==> src/rtl/mul_div_unit.sv <==
// Iterative multiply/divide unit: 32-cycle shift-add multiply, restoring divide, register-file writeback.
// Define MUL_DIV_UNIT_DIV_EN to build the divider; without it funct3 4..7 complete normally with result 0.
//
// state | meaning
// IDLE  | waiting for start; operands and op latched on accept
// CALC  | 32 iterations, then one cycle to sign-correct and register the result
// DONE  | valid strobe for one cycle
module mul_div_unit (
   input  logic        clk,
   input  logic        rst_n,
   input  logic        start,
   input  logic [2:0]  funct3,
   input  logic [31:0] rs1_val,
   input  logic [31:0] rs2_val,
   input  logic [4:0]  rd,
   output logic        busy,
   output logic        valid,
   output logic [31:0] result,
   output logic [4:0]  rd_out,
   output logic        wb_we
);

   typedef enum logic [1:0] {IDLE, CALC, DONE} state_t;

   state_t      state, state_nxt;
   logic [4:0]  cnt;
   logic        fin;
   logic [2:0]  op;
   logic [4:0]  rd_l;
   logic [31:0] opd;
   logic [63:0] acc;
   logic        neg_q;

   logic        is_div, sgn_a, sgn_b, neg_a, neg_b;
   logic [31:0] mag_a, mag_b;
   logic [32:0] sum33;
   logic [63:0] mul_nxt, step, prod_s;
   logic [31:0] mul_res, div_res, fin_res;

   // Both operations run on magnitudes; signs are restored in the finishing cycle.
   always_comb begin
      is_div = funct3[2];
      sgn_a  = funct3 inside {3'd0, 3'd1, 3'd2, 3'd4, 3'd6};
      sgn_b  = funct3 inside {3'd0, 3'd1, 3'd4, 3'd6};
      neg_a  = sgn_a & rs1_val[31];
      neg_b  = sgn_b & rs2_val[31];
      mag_a  = neg_a ? -rs1_val : rs1_val;
      mag_b  = neg_b ? -rs2_val : rs2_val;
   end

   // acc = {partial product, multiplier}: add multiplicand into the high half, shift right.
   always_comb begin
      sum33   = {1'b0, acc[63:32]} + (acc[0] ? {1'b0, opd} : 33'd0);
      mul_nxt = {sum33, acc[31:1]};
      prod_s  = neg_q ? -acc : acc;
      mul_res = (op == 3'd0) ? prod_s[31:0] : prod_s[63:32];
   end

`ifdef MUL_DIV_UNIT_DIV_EN
   logic [31:0] a_raw;
   logic        b_zero, neg_r;
   logic [32:0] r33;
   logic [33:0] trial;
   logic [63:0] div_nxt;
   logic [31:0] quo, rem;

   // acc = {remainder, dividend/quotient}: shift left, trial-subtract, restore on borrow.
   always_comb begin
      r33     = {acc[63:32], acc[31]};
      trial   = {1'b0, r33} - {2'b00, opd};
      div_nxt = trial[33] ? {r33[31:0], acc[30:0], 1'b0} : {trial[31:0], acc[30:0], 1'b1};
      quo     = b_zero ? 32'hFFFF_FFFF : (neg_q ? -acc[31:0] : acc[31:0]);
      rem     = b_zero ? a_raw : (neg_r ? -acc[63:32] : acc[63:32]);
      div_res = op[1] ? rem : quo;
      step    = op[2] ? div_nxt : mul_nxt;
   end

   always_ff @(posedge clk or negedge rst_n) begin
      if (!rst_n) begin
         a_raw  <= '0;
         b_zero <= 1'b0;
         neg_r  <= 1'b0;
      end else if (state == IDLE && start) begin
         a_raw  <= rs1_val;
         b_zero <= (rs2_val == 32'd0);
         neg_r  <= neg_a;
      end
   end
`else
   always_comb begin
      div_res = 32'd0;
      step    = mul_nxt;
   end
`endif

   always_comb fin_res = op[2] ? div_res : mul_res;

   always_ff @(posedge clk or negedge rst_n) begin
      if (!rst_n) state <= IDLE;
      else        state <= state_nxt;
   end

   always_comb begin
      state_nxt = state;
      case (state)
         IDLE:    if (start) state_nxt = CALC;
         CALC:    if (fin) state_nxt = DONE;
         DONE:    state_nxt = IDLE;
         default: state_nxt = IDLE;
      endcase
   end

   always_ff @(posedge clk or negedge rst_n) begin
      if (!rst_n) begin
         cnt    <= '0;
         fin    <= 1'b0;
         op     <= '0;
         rd_l   <= '0;
         opd    <= '0;
         acc    <= '0;
         neg_q  <= 1'b0;
         result <= '0;
         rd_out <= '0;
      end else begin
         case (state)
            IDLE: if (start) begin
               op    <= funct3;
               rd_l  <= rd;
               opd   <= is_div ? mag_b : mag_a;
               acc   <= {32'd0, is_div ? mag_a : mag_b};
               neg_q <= neg_a ^ neg_b;
               cnt   <= '0;
               fin   <= 1'b0;
            end
            CALC: if (!fin) begin
               acc <= step;
               cnt <= cnt + 5'd1;
               if (cnt == 5'd31) fin <= 1'b1;
            end else begin
               result <= fin_res;
               rd_out <= rd_l;
            end
            default: ;
         endcase
      end
   end

   assign busy  = (state == CALC) || (state == DONE);
   assign valid = (state == DONE);
   assign wb_we = valid && (rd_out != 5'd0);

endmodule

==> config.mk <==
export PLATFORM = sky130hd
export DESIGN_NAME = mul_div_unit
export DESIGN_NICKNAME = d
export VERILOG_FILES = /design/src/rtl/mul_div_unit.sv
export SDC_FILE = /design/constraint.sdc
export NUM_CORES = 1
export LEC_CHECK = 0
export CAP_MARGIN = 20
export CORE_ASPECT_RATIO = 1.1
export CORE_MARGIN = 2
export CORE_UTILIZATION = 45
export CTS_CLUSTER_SIZE = 25
export DETAILED_ROUTE_END_ITERATION = 7
export PLACE_DENSITY_LB_ADDON = 0.2
export REMOVE_ABC_BUFFERS = 1
export SYNTH_ARGS = -nofsm -noshare
export SYNTH_HDL_FRONTEND = slang
export SYNTH_SLANG_ARGS = --single-unit
==> constraint.sdc <==
create_clock -name clk -period 4.4 [get_ports clk]
set_input_delay 0.88 -clock clk [delete_from_list [all_inputs] [get_ports clk]]
set_output_delay 0.88 -clock clk [all_outputs]
set_load 0.05 [all_outputs]
After elaboration in Yosys (flattened, before gate mapping) --
Index checks and enable logic that the tools add are counted.
Word-level totals: output and inout port bits 40, register bits after elaboration 150
Operators by class: add/subtract/negate cells 5, multiplexer cells 21, bitwise gates (word level) 3, eq/ne operators 10, reduce and logical (&&, ||, !) cells 14
Operator list (number):
- $mux W32 | 7
- $mux W64 | 3
- $pmux W64 S2 | 1
- $neg A32 Y32 | 2
- $neg A64 Y64 | 1
- $add A32 B32 Y33 | 1
- $mux W5 | 2
- $pmux W5 S2 | 1
- $reduce_bool A5 Y1 | 2
- $reduce_and A2 Y1 | 4
- $eq A3 B3 Y1 const B | 2
- $logic_not A3 Y1 | 2
- $ne A2 B2 Y1 const B | 3
- $add A5 B1 Y5 const B | 1
- $eq A5 B5 Y1 const B | 1
- $mux W2 | 2
- $pmux W2 S2 | 1
- $reduce_bool A4 Y1 | 1
- $eq A3 B1 Y1 const B | 1
- $eq A3 B2 Y1 const B | 1
- $mux W1 | 3
- $reduce_and A3 Y1 | 1
- $and A1 B1 Y1 | 2
- $eq A2 B1 Y1 const B | 1
- other kinds (7) | 7

Logic depth before layout (Yosys ltp) --
Gate-level depths: netlist of run 1.
word-level depth 7, gate-level depth with buffers 13

Worst setup path before layout of run 1 --
No wires, ideal clock.
path type in2reg, start input port rs1_val[7], end register acc[29], path buffers 1, setup time 0.141 ns, arrival 3.037 ns, setup slack 1.222 ns, stages on the path 8, required time 4.259 ns, cells stage by stage or4_1 -> or3_1 -> clkbuf_1 -> nor4_4 -> a21oi_1 -> xor2_1 -> a222oi_1 -> a31oi_1
On the way: word-level cells in the longest chain between the ends 5
Ends and longest elaborated chain:
- start: declaration | line 13 | input logic [31:0] rs1_val,
- $neg A32 Y32 | line 47 | mag_a = neg_a ? -rs1_val : rs1_val;
- $mux W32 | line 47
- $mux W32 | line 130 | acc <= {32'd0, is_div ? mag_a : mag_b};
- $mux W64 | line 126 | IDLE: if (start) begin
- $pmux W64 S2 | line 125 | case (state)
- end signal: assignment | line 130
- end signal: assignment | line 136 | acc <= step;
- end: declaration | line 31 | logic [63:0] acc;
Every way passes these cells. The select of a mux whose other input is x is not followed. A chain may end at the register's enable or synchronous reset.

Worst setup path after layout of run 1 --
start register acc[0], end register acc[59]
On the way: word-level cells in the longest chain between the ends 4
Ends and longest elaborated chain:
- $mux W32 | line 53 | sum33 = {1'b0, acc[63:32]} + (acc[0] ? {1'b0, opd} : 33'd0);
- $add A32 B32 Y33 | line 53
- $mux W64 | line 135 | CALC: if (!fin) begin
- $pmux W64 S2 | line 125
Every way passes these cells. The select of a mux whose other input is x is not followed.

==> qor_table.md, run 1 <==
| Parameter | Reported |
| --- | --- |
| Run status | finished, final reports clean |
| Synthesized area | 0.0117 mm^2 |
| Highest clock frequency the design can meet | 0.286 GHz |
| Data arrival time of the critical path | 3820 ps |
| Final Routed Wirelength | 37000 um |
| Worst min-delay path class | flop to flop |
| P_sw | 3.84 mW |
| First-pass GRT wire length | 58400 um |
| Effective utilization at floorplan | 45.9% |
| Sequential fraction of design power | 31.5% |
| Sw frac | 47.7% |
| Tightest slew margin relative to the limit | 31.0% |
| Die Span Y | 173 um |
| Relative contribution of the clock network to total power | 19.6% |
| Post-CTS setup buffers | 0 |
| Yosys warnings | 0 |
| Total global-route track usage | 27.4% |
| I/O pin total | 115 |
| Number of input and output port buffers inserted | 114 |
| Post-place setup slack | 494 ps |
| Number of distinct library cell variants in the gate-level netlist after synthesis | 73 |
| Count of endpoints failing setup in the final report | 0 |
| Final period utilization | 79.4% |
| Most common library cell in the layout ignoring fill and taps | sky130_fd_sc_hd__nand2_1 |
| Vias in the first global route | 10700 |
| CTS root buffer | sky130_fd_sc_hd__clkbuf_16 |
| Number of iterations in the first detailed-routing pass | 6 |
| Hold buffer count at CTS | 0 |
| Endpoint class of the critical path | flop |
| Final-layout setup total negative slack | 0 ps |
| Number of buffers on the longest clock path | 2 |
| Layout Skew | 11.3 ps |
| Tightest hold margin | 473 ps |
| Final Instance Area | 0.0137 mm^2 |
| Register clock-pin slew on the reported worst setup and hold paths | 70 ps |
| Maxcap violations | 0 |
| Die outline width | 158 um |
| Core region area | 0.0254 mm^2 |
| Number of design-rule violations left by the first detailed-router iteration | 1193 |
| Internal cell power | 4.21 mW |
| Top fanout value on the critical path | 19 |
| Mean instance size in the synthesized netlist | 8.15 um^2 |
| Static leakage power | 5.64 nW |
| Pin count of the biggest net entering global routing | 100 |
| Number of DRC violations after detailed routing | 0 |
| Setup repair after global routing missed its margin | false |
| Post-synthesis cell count | 1431 |
| Overall die area | 0.0272 mm^2 |
| Post-synthesis sequential element count | 150 |
| Part of the total power dissipated in combinational logic | 48.9% |
| Routed Antenna Nets | 0 |
| Final cell utilization of the core | 53.7% |
| Total count of hold-check failures in the final report | 0 |
| Net count of the finished layout | 1605 |
| Ratio of cells with drive above 1 in the final layout | 5.73% |
| Minimum period implied by the final worst setup slack | 3500 ps |
| Layout overhead on the synthesized area | 17.1% |
| Via count normalized by instance count | 6.15 |
| FFs w/ async S/R, synth | 100% |
| Total number of H-tree levels | 4 |
| Top FF cell, synth | sky130_fd_sc_hd__dfrtp_1 |
| Routed wirelength normalized by instance count | 20.0 um |
| Register area share after synthesis | 32.2% |
| Ratio of total power to cell area | 589 mW/mm^2 |
| Total number of vias | 11400 |
| CTS sink cnt | 150 |
| Final weighted congestion in routability-driven placement | 0.939 |
| Overflow left after global routing | 0 |
| Final worst-path setup slack | 905 ps |
| Cts bufs inserted | 17 |
| Gates resized, CTS repair | 0 |
| Worst Tran Pin Value | 1030 ps |
| CP required | 4730 ps |
| Worst-Skew Late Latency | 440 ps |
| Count of final max-slew check failures | 0 |
| Worst Setup Path Type | flop to flop |
| EDFF count, synth | 0 |
| Antenna violations before repair | 0 |
| Instance area after placement | 0.0130 mm^2 |
| Final antenna diode count | 0 |
| Standard-cell row count | 61 |
| Worst Setup Start Kind | flop |
| HPWL reported at the end of detailed placement | 28000 um |
| Worst-case vdd ir drop | 259 uV |
| Commonest cells after routing, fill and taps aside | sky130_fd_sc_hd__nand2_1, sky130_fd_sc_hd__dfrtp_1, sky130_fd_sc_hd__o21ai_0, sky130_fd_sc_hd__clkdlybuf4s50_1, sky130_fd_sc_hd__nor2_1 |
| CTS tree | built |
critical path: stages (launching register included):
cell	delay, ps
sky130_fd_sc_hd__dfrtp_1	570
sky130_fd_sc_hd__buf_4	260
sky130_fd_sc_hd__and2_1	210
sky130_fd_sc_hd__ha_1	330
sky130_fd_sc_hd__a21oi_1	320
sky130_fd_sc_hd__o21bai_1	110
sky130_fd_sc_hd__o31ai_1	790
sky130_fd_sc_hd__a211oi_1	200
sky130_fd_sc_hd__or3_1	350
sky130_fd_sc_hd__a32o_1	240
per-stage QoR:
stage,total power [mW],std cells
after global placement,6.34,1816
after global routing,8.58,1848
after detailed placement,6.39,1816
after CTS,7.98,1848
after floorplan,5.07,1335
final,8.05,1848
cell families (layout without fill, tap and decap cells):
kind of cell / count (synthesis) / in the layout / synth area share, %
and+or+nand+nor: 516 / 516 / 21.8
AOI/OAI and AO/OA: 438 / 438 / 24.4
DFF: 150 / 150 / 32.2
xor gates and xnor gates: 128 / 128 / 9.61
buffers and inverters: 118 / 189 / 3.94
adders and majority gates: 41 / 41 / 4.46
muxes: 40 / 40 / 3.55
power by group through the flow:
stage	sequential [mW]	clock (mW)	combinational, mW
after global routing	2.61	1.64	4.32
after global placement	2.52	0	3.82
after CTS	2.51	1.58	3.88
final	2.54	1.58	3.93
after detailed placement	2.53	0	3.86
after floorplan	2.32	0	2.75
worst paths after layout:
| path | start | to | slack [ps] | cells after the start |
|---|---|---|---|---|
| worst min-delay path | opd[12] | opd[12] | 470 | 2 |
| worst max register to register | acc[0] | acc[59] | 900 | 9 |
| worst min register to register | opd[12] | opd[12] | 470 | 2 |
| min in group asynchronous | rst_n | opd[1] | 520 | 1 |
| worst max-delay path | acc[0] | acc[59] | 900 | 9 |
| max in group asynchronous | rst_n | acc[31] | 2990 | 2 |
flip-flops by register name (all words and copies together) (netlist names):
name	count
acc	64
cnt	5
fin	1
neg_q	1
op	3
opd	32
rd_l	5
rd_out	5
result	32
state	2
per-layer routing:
layer / routed length (um) / track usage (%) / vias up
met3: 2410 / 3.46 / 70
met2: 16400 / 41.8 / 467
met5: 0 / 0 / -
li1: - / - / 5401
met4: 1380 / 10.9 / 0
met1: 16800 / 39.4 / 5425
cell usage after synthesis, types with 18 or more instances:
cell	count	area, um^2
sky130_fd_sc_hd__xor2_1	50	438
sky130_fd_sc_hd__and2_1	39	244
sky130_fd_sc_hd__or3_1	24	150
sky130_fd_sc_hd__nor3_1	38	190
sky130_fd_sc_hd__dfrtp_1	150	3750
sky130_fd_sc_hd__mux2i_1	29	290
sky130_fd_sc_hd__nor4_1	20	125
sky130_fd_sc_hd__a21oi_1	94	470
sky130_fd_sc_hd__nand2_1	173	649
sky130_fd_sc_hd__ha_1	40	500
sky130_fd_sc_hd__xnor2_1	78	683
sky130_fd_sc_hd__nor2_1	102	383
sky130_fd_sc_hd__o21ai_0	117	586
sky130_fd_sc_hd__o31ai_1	18	135
sky130_fd_sc_hd__nand3_1	32	160
sky130_fd_sc_hd__and3_1	20	125
sky130_fd_sc_hd__inv_1	21	78.8
sky130_fd_sc_hd__o221ai_1	22	193
sky130_fd_sc_hd__a31oi_1	23	144
sky130_fd_sc_hd__clkbuf_1	84	315
layout make-up:
type                       count  area [um^2]
clock buffer                  18          439
clock inverter                14          179
fill                        2421        11800
inverter                      22         82.6
multi-input combinational   1163         7460
sequential                   150         3750
tap                          346          433
timing repair buffer         135         1310
(Power assumes the default switching activity.)
==> run 2: changes to the inputs <==
==> constraint.sdc (replaced) <==
create_clock -name clk -period 3.6 [get_ports clk]
set_input_delay 0.72 -clock clk [delete_from_list [all_inputs] [get_ports clk]]
set_output_delay 0.72 -clock clk [all_outputs]
set_load 0.05 [all_outputs]
==> qor_table.md, run 2 (same netlist as run 1, synthesis figures left out) <==
| Parameter | Reported | vs previous |
| --- | --- | --- |
| Ratio of total power to cell area | 707 mW/mm^2 | +20% |
| Top fanout value on the critical path | 18 | -1 |
| Antenna violations before repair | 0 | unchanged |
| CTS sink cnt | 150 | unchanged |
| Reg-to-reg critical path startpoint | acc[0] |  |
| R2R cell count | 11 | +2 |
| Register clock-pin slew on the reported worst setup and hold paths | 70 ps | about the same |
| Layout overhead on the synthesized area | 18.9% |  |
| First-pass GRT wire length | 58800 um | +0.71% |
| Run status | finished, final reports clean |  |
| Total count of hold-check failures in the final report | 0 | unchanged |
| Total power after layout | 9.81 mW | +22% |
| Ratio of cells with drive above 1 in the final layout | 7.75% | +2.0 points |
| CTS tree | built |  |
| Slack of the worst reg-to-reg path | 280 ps | -630 ps |
| FF+latch area | 0.00376 mm^2 | about the same |
| Static leakage power | 5.79 nW | +2.6% |
| Commonest cells after routing, fill and taps aside | sky130_fd_sc_hd__nand2_1, sky130_fd_sc_hd__dfrtp_1, sky130_fd_sc_hd__o21ai_0, sky130_fd_sc_hd__clkdlybuf4s50_1, sky130_fd_sc_hd__nor2_1 |  |
| Total global-route track usage | 27.5% | +0.11 points |
| Tightest slew margin relative to the limit | 47.6% | +17 points |
| Number of iterations in the first detailed-routing pass | 6 | unchanged |
| Die Span Y | 173 um | unchanged |
| Total number of H-tree levels | 4 | unchanged |
| Fillers | 2424 | +0.12% |
| Routed Antenna Nets | 0 | unchanged |
| Most common library cell in the layout ignoring fill and taps | sky130_fd_sc_hd__nand2_1 |  |
| Met1 Resource Use GR | 39.8% | +0.37 points |
| CP required | 3930 ps | -800 ps |
| Top reg by flops | acc |  |
| Minimum period implied by the final worst setup slack | 3320 ps | -173 ps |
| Busiest layer in global routing | met2 |  |
| Routed wirelength normalized by instance count | 19.8 um | -1.2% |
| Worst Setup Start Kind | flop |  |
| Pin count of the biggest net entering global routing | 72 | -28% |
| Effective utilization at floorplan | 45.9% | unchanged |
| Final weighted congestion in routability-driven placement | 0.915 | -2.5% |
| Worst-Skew Late Latency | 440 ps | about the same |
| Count of final max-slew check failures | 0 | unchanged |
| CTS root buffer | sky130_fd_sc_hd__clkbuf_16 |  |
| I/O pin total | 115 | unchanged |
| Core region area | 0.0254 mm^2 | unchanged |
| Flip-flop count of the largest register, all copies and words added | 64 | unchanged |
| Net count of the finished layout | 1638 | +2.1% |
| Setup repair after global routing missed its margin | false |  |
| Count of endpoints failing setup in the final report | 0 | unchanged |
| Endpoint class of the critical path | flop |  |
| Number of design-rule violations left by the first detailed-router iteration | 1113 | -6.7% |
| Final antenna diode count | 0 | unchanged |
| Overall die area | 0.0272 mm^2 | unchanged |
| Number of buffers on the longest clock path | 2 | unchanged |
| Final period utilization | 92.3% | +13 points |
| Layout Skew | 11.3 ps | +0.0340 ps |
| HPWL reported at the end of detailed placement | 28800 um | +3.0% |
| Data arrival time of the critical path | 3650 ps | -170 ps |
| Via count normalized by instance count | 6.06 | -1.4% |
| Die outline width | 158 um | unchanged |
| Number of input and output port buffers inserted | 114 | unchanged |
| Standard-cell row count | 61 | unchanged |
| Highest clock frequency the design can meet | 0.301 GHz | +5.2% |
| Total number of vias | 11400 | +0.36% |
| Final Routed Wirelength | 37300 um | +0.60% |
| Number of DRC violations after detailed routing | 0 | unchanged |
| Worst min-delay path class | primary input to asynchronous set/reset pin |  |
| Largest registers in the final layout | acc x64, opd x32, result x32 |  |
| GR Util met2 | 42.7% | +0.96 points |
| Multi-input combinational cell area | 0.00746 mm^2 | unchanged |
| Worst-case vdd ir drop | 313 uV | +21% |
| Reg-to-reg critical path endpoint | acc[59] |  |
| Maxcap violations | 0 | unchanged |
| Worst Setup Path Type | flop to flop |  |
| Cts bufs inserted | 17 | unchanged |
| Overflow left after global routing | 0 | unchanged |
| Worst Tran Pin Value | 780 ps | -251 ps |
| Vias in the first global route | 10700 | -0.49% |
| Post-place setup slack | 87.8 ps | -406 ps |
| Final worst-path setup slack | 278 ps | -627 ps |
| Met3 Track Usage GR | 3.18% | -0.28 points |
-- run 2: layout make-up --
| class | instances | share of cell area (%) |
|---|---|---|
| inverter | 22 | 0.595 |
| timing repair buffer | 168 | 11.3 |
| clock buffer | 18 | 3.09 |
| sequential | 150 | 27.1 |
| multi-input combinational | 1163 | 53.8 |
| clock inverter | 14 | 1.05 |
| tap | 346 | 3.12 |
-- run 2: critical path, stage by stage (launching register included) --
cell,delay (ps)
sky130_fd_sc_hd__dfrtp_2,470
sky130_fd_sc_hd__and2_1,160
sky130_fd_sc_hd__ha_1,200
sky130_fd_sc_hd__inv_1,70
sky130_fd_sc_hd__fa_1,400
sky130_fd_sc_hd__nor2b_1,190
sky130_fd_sc_hd__o2111ai_1,220
sky130_fd_sc_hd__a211oi_1,480
sky130_fd_sc_hd__o31ai_1,240
sky130_fd_sc_hd__a211oi_1,380
sky130_fd_sc_hd__o21ai_0,140
sky130_fd_sc_hd__a32o_1,270
-- run 2: through the flow --
step / hold slack [ps] / instance area, um^2 / std cells / utilization, % / TNS [ps]
floorplan: 424 / 11300 / 1335 / - / -47570
global placement: 454 / 13300 / 1849 / 52.3 / 0
detailed placement: 459 / 13300 / 1849 / 52.3 / 0
CTS: 325 / 13900 / 1881 / 54.6 / 0
global route: 353 / 13900 / 1881 / 54.6 / 0
finish: 301 / 13900 / 1881 / 54.6 / 0
-- run 2: where the power goes --
group          leakage (nW)  switching (mW)  total (mW)  internal [mW]
Clock                 0.285           0.857        1.79          0.931
Sequential             1.95           0.836        3.08           2.25
Combinational          3.55            3.01        4.94           1.92
-- run 2: repair_timing --
action                                  CTS  global route
hold buffers                              0             0
endpoints found under the setup margin    0             2
setup buffers                             0             0
resized for setup                         0             1
-- run 2: how the worst max path moves through the flow --
stage                     from       to  depth (start not counted)
floorplan             state[1]   cnt[2]                          8
global placement    rs1_val[7]  acc[17]                          9
detailed placement  rs1_val[7]  acc[23]                          9
CTS                     acc[0]  acc[59]                         11
global route            acc[0]  acc[55]                         12
finish                  acc[0]  acc[59]                         11
-- run 2: routing by layer --
metal | up-vias | wire [um]
met5 | - | 0
met4 | 0 | 1090
met3 | 66 | 2290
met2 | 450 | 16900
met1 | 5447 | 16900
li1 | 5441 | -
==> run 3: changes to the inputs <==
--- a/config.mk
+++ b/config.mk
@@ -13,6 +13,7 @@
 export DETAILED_ROUTE_END_ITERATION = 7
 export PLACE_DENSITY_LB_ADDON = 0.2
 export REMOVE_ABC_BUFFERS = 1
+export SLEW_MARGIN = 5
 export SYNTH_ARGS = -nofsm -noshare
 export SYNTH_HDL_FRONTEND = slang
 export SYNTH_SLANG_ARGS = --single-unit
==> constraint.sdc (replaced) <==
create_clock -name clk -period 2.9 [get_ports clk]
set_input_delay 0.58 -clock clk [delete_from_list [all_inputs] [get_ports clk]]
set_output_delay 0.58 -clock clk [all_outputs]
set_load 0.05 [all_outputs]
==> qor_table.md, run 3 (same netlist as run 1, synthesis figures left out) <==
| Parameter | Reported | vs previous |
| --- | --- | --- |
| Flip-flop count of the largest register, all copies and words added | 64 | unchanged |
| Run status | finished, final reports clean |  |
| Crit-path max cell delay | 450 ps | -30 ps |
| Vias in the first global route | 11600 | +9.2% |
| Worst Setup Start Kind | flop |  |
| Core region area | 0.0254 mm^2 | unchanged |
| Antenna violations before repair | 0 | unchanged |
| First-pass GRT wire length | 63900 um | +8.6% |
| Final-layout setup total negative slack | 0 ps | unchanged |
| Largest registers in the final layout | acc x64, opd x32, result x32 |  |
| Register clock-pin slew on the reported worst setup and hold paths | 70 ps | about the same |
| Count of final max-slew check failures | 0 | unchanged |
| Relative contribution of the clock network to total power | 18.2% | about the same |
| Sw frac | 45.2% | -2.8 points |
| Maxcap violations | 0 | unchanged |
| CTS root buffer | sky130_fd_sc_hd__clkbuf_16 |  |
| Met3 Track Usage GR | 4.49% | +1.3 points |
| Overall die area | 0.0272 mm^2 | unchanged |
| Cts bufs inserted | 17 | unchanged |
| I/O pin total | 115 | unchanged |
| Commonest cells after routing, fill and taps aside | sky130_fd_sc_hd__buf_4, sky130_fd_sc_hd__nand2_1, sky130_fd_sc_hd__dfrtp_1, sky130_fd_sc_hd__o21ai_0, sky130_fd_sc_hd__clkdlybuf4s50_1 |  |
| Data arrival time of the critical path | 3170 ps | -480 ps |
| Final antenna diode count | 0 | unchanged |
| Count of endpoints failing setup in the final report | 0 | unchanged |
| Worst min-delay path class | primary input to asynchronous set/reset pin |  |
| Number of buffers on the longest clock path | 2 | unchanged |
| Endpoint class of the critical path | flop |  |
| Internal cell power | 7.57 mW | +48% |
| Sequential fraction of design power | 26.0% | -5.4 points |
| Effective utilization at floorplan | 45.9% | unchanged |
| Most common library cell in the layout ignoring fill and taps | sky130_fd_sc_hd__buf_4 |  |
| Met1 Resource Use GR | 41.5% | +1.6 points |
| Standard-cell row count | 61 | unchanged |
| Die Span Y | 173 um | unchanged |
| Ratio of cells with drive above 1 in the final layout | 19.3% | +12 points |
| Via count normalized by instance count | 5.94 | -2.0% |
| Slack of the worst reg-to-reg path | 60 ps | -220 ps |
| Pin count of the biggest net entering global routing | 86 | +19% |
| Post-place setup slack | -408 ps | -496 ps |
| Top fanout value on the critical path | 31 | +13 |
| Overflow left after global routing | 0 | unchanged |
| Final worst-path setup slack | 56.6 ps | -221 ps |
| Worst Tran Pin Value | 928 ps | +148 ps |
| Tightest slew margin relative to the limit | 37.7% | -9.9 points |
| Highest clock frequency the design can meet | 0.352 GHz | +17% |
| Worst Setup Path Type | flop to flop |  |
| Final period utilization | 98.0% | +5.8 points |
| Busiest layer in global routing | met2 |  |
| Final Routed Wirelength | 40500 um | +8.8% |
| Net count of the finished layout | 1805 | +10% |
| Total global-route track usage | 29.9% | +2.4 points |
| Minimum period implied by the final worst setup slack | 2840 ps | -479 ps |
| Number of DRC violations after detailed routing | 0 | unchanged |
| Worst-case vdd ir drop | 448 uV | +43% |
| HPWL reported at the end of detailed placement | 31300 um | +8.5% |
| CTS sink cnt | 150 | unchanged |
| CP required | 3230 ps | -700 ps |
| Buf+Inv Stages, Crit Path | 1 | unchanged |
| Die outline width | 158 um | unchanged |
| Number of design-rule violations left by the first detailed-router iteration | 1148 | +3.1% |
| GR Util met2 | 47.9% | +5.1 points |
| Routed wirelength normalized by instance count | 19.8 um | -0.12% |
| Layout Skew | 10.8 ps | -0.483 ps |
| Worst-Skew Late Latency | 440 ps | about the same |
| Setup repair after global routing missed its margin | true |  |
| Final weighted congestion in routability-driven placement | 0.978 | +6.9% |
| Routed Antenna Nets | 0 | unchanged |
| Part of the total power dissipated in combinational logic | 55.8% | +5.5 points |
| Total number of vias | 12200 | +6.6% |
| Number of input and output port buffers inserted | 114 | unchanged |
| Fillers | 2235 | -7.8% |
| CP max stage cell | sky130_fd_sc_hd__dfrtp_2 |  |
| Total power after layout | 13.8 mW | +41% |
| Total number of H-tree levels | 4 | unchanged |
| Number of iterations in the first detailed-routing pass | 6 | unchanged |
| Layout overhead on the synthesized area | 33.1% |  |
| P_sw | 6.23 mW | +32% |
| Hold buffer count at CTS | 0 | unchanged |
| Top reg by flops | acc |  |
| Tightest hold margin | 27.5 ps | -274 ps |
| Ratio of total power to cell area | 889 mW/mm^2 | +26% |
| Family with the most delay on the worst path | compound AO/OA/AOI/OAI gates |  |
| Ordered list of cells on the worst path | buf_12 -> and2_1 -> ha_1 -> a21o_1 -> a31oi_1 -> o21ai_1 -> o31ai_4 -> a211oi_2 -> or3_1 -> a32o_1 |  |
| CTS tree | built |  |
| Static leakage power | 6.67 nW | +15% |
| Total count of hold-check failures in the final report | 0 | unchanged |
==> run 3: power groups by stage <==
stage / Clock [mW] / Sequential (mW) / Combinational (mW)
3_3_place_gp: 0 / 3.52 / 7.13
4_1_cts: 2.50 / 3.53 / 7.33
3_5_place_dp: 0 / 3.56 / 7.23
2_1_floorplan: 0 / 3.52 / 4.17
6_report: 2.51 / 3.59 / 7.71
5_1_grt: 2.60 / 3.68 / 8.42
==> run 3: worst paths after layout <==
| check | from | to | cells past startpoint |
|---|---|---|---|
| max in group asynchronous | rst_n | acc[22] | 2 |
| setup reg to reg | acc[0] | acc[59] | 10 |
| setup / recovery | acc[0] | acc[59] | 10 |
| hold reg to reg | result[21] | result[21] | 2 |
| hold / removal | rst_n | result[10] | 1 |
| min in group clk | result[21] | result[21] | 2 |
==> run 3: stage by stage <==
| step | util [%] | instances | instance area [um^2] |
|---|---|---|---|
| 2_1_floorplan | - | 1335 | 11300 |
| 3_3_place_gp | 57.1 | 2008 | 14500 |
| 3_5_place_dp | 57.1 | 2008 | 14500 |
| 4_1_cts | 59.9 | 2040 | 15200 |
| 5_1_grt | 61.1 | 2048 | 15500 |
| 6_report | 61.1 | 2048 | 15500 |
==> run 3: repair_timing <==
action	in CTS	in global routing
pin swaps	0	21
buffers inserted	0	9
resized for setup	13	54
endpoints found under the setup margin	12	25
endpoints found under the hold margin	0	0
==> run 3: area by class of cell <==
type | count | area, um^2 | share of cell area (%)
clock buffer | 17 | 425 | 2.74
sequential | 150 | 3760 | 24.2
inverter | 22 | 82.6 | 0.532
multi-input combinational | 1163 | 7740 | 49.9
clock inverter | 15 | 228 | 1.47
timing repair buffer | 335 | 2860 | 18.4
tap | 346 | 433 | 2.79
==> run 3: layer usage <==
metal,up-vias,part of all wire (%)
met5,-,0
met4,0,2.8
met3,74,5.8
met2,468,46
met1,5850,45
li1,5770,-
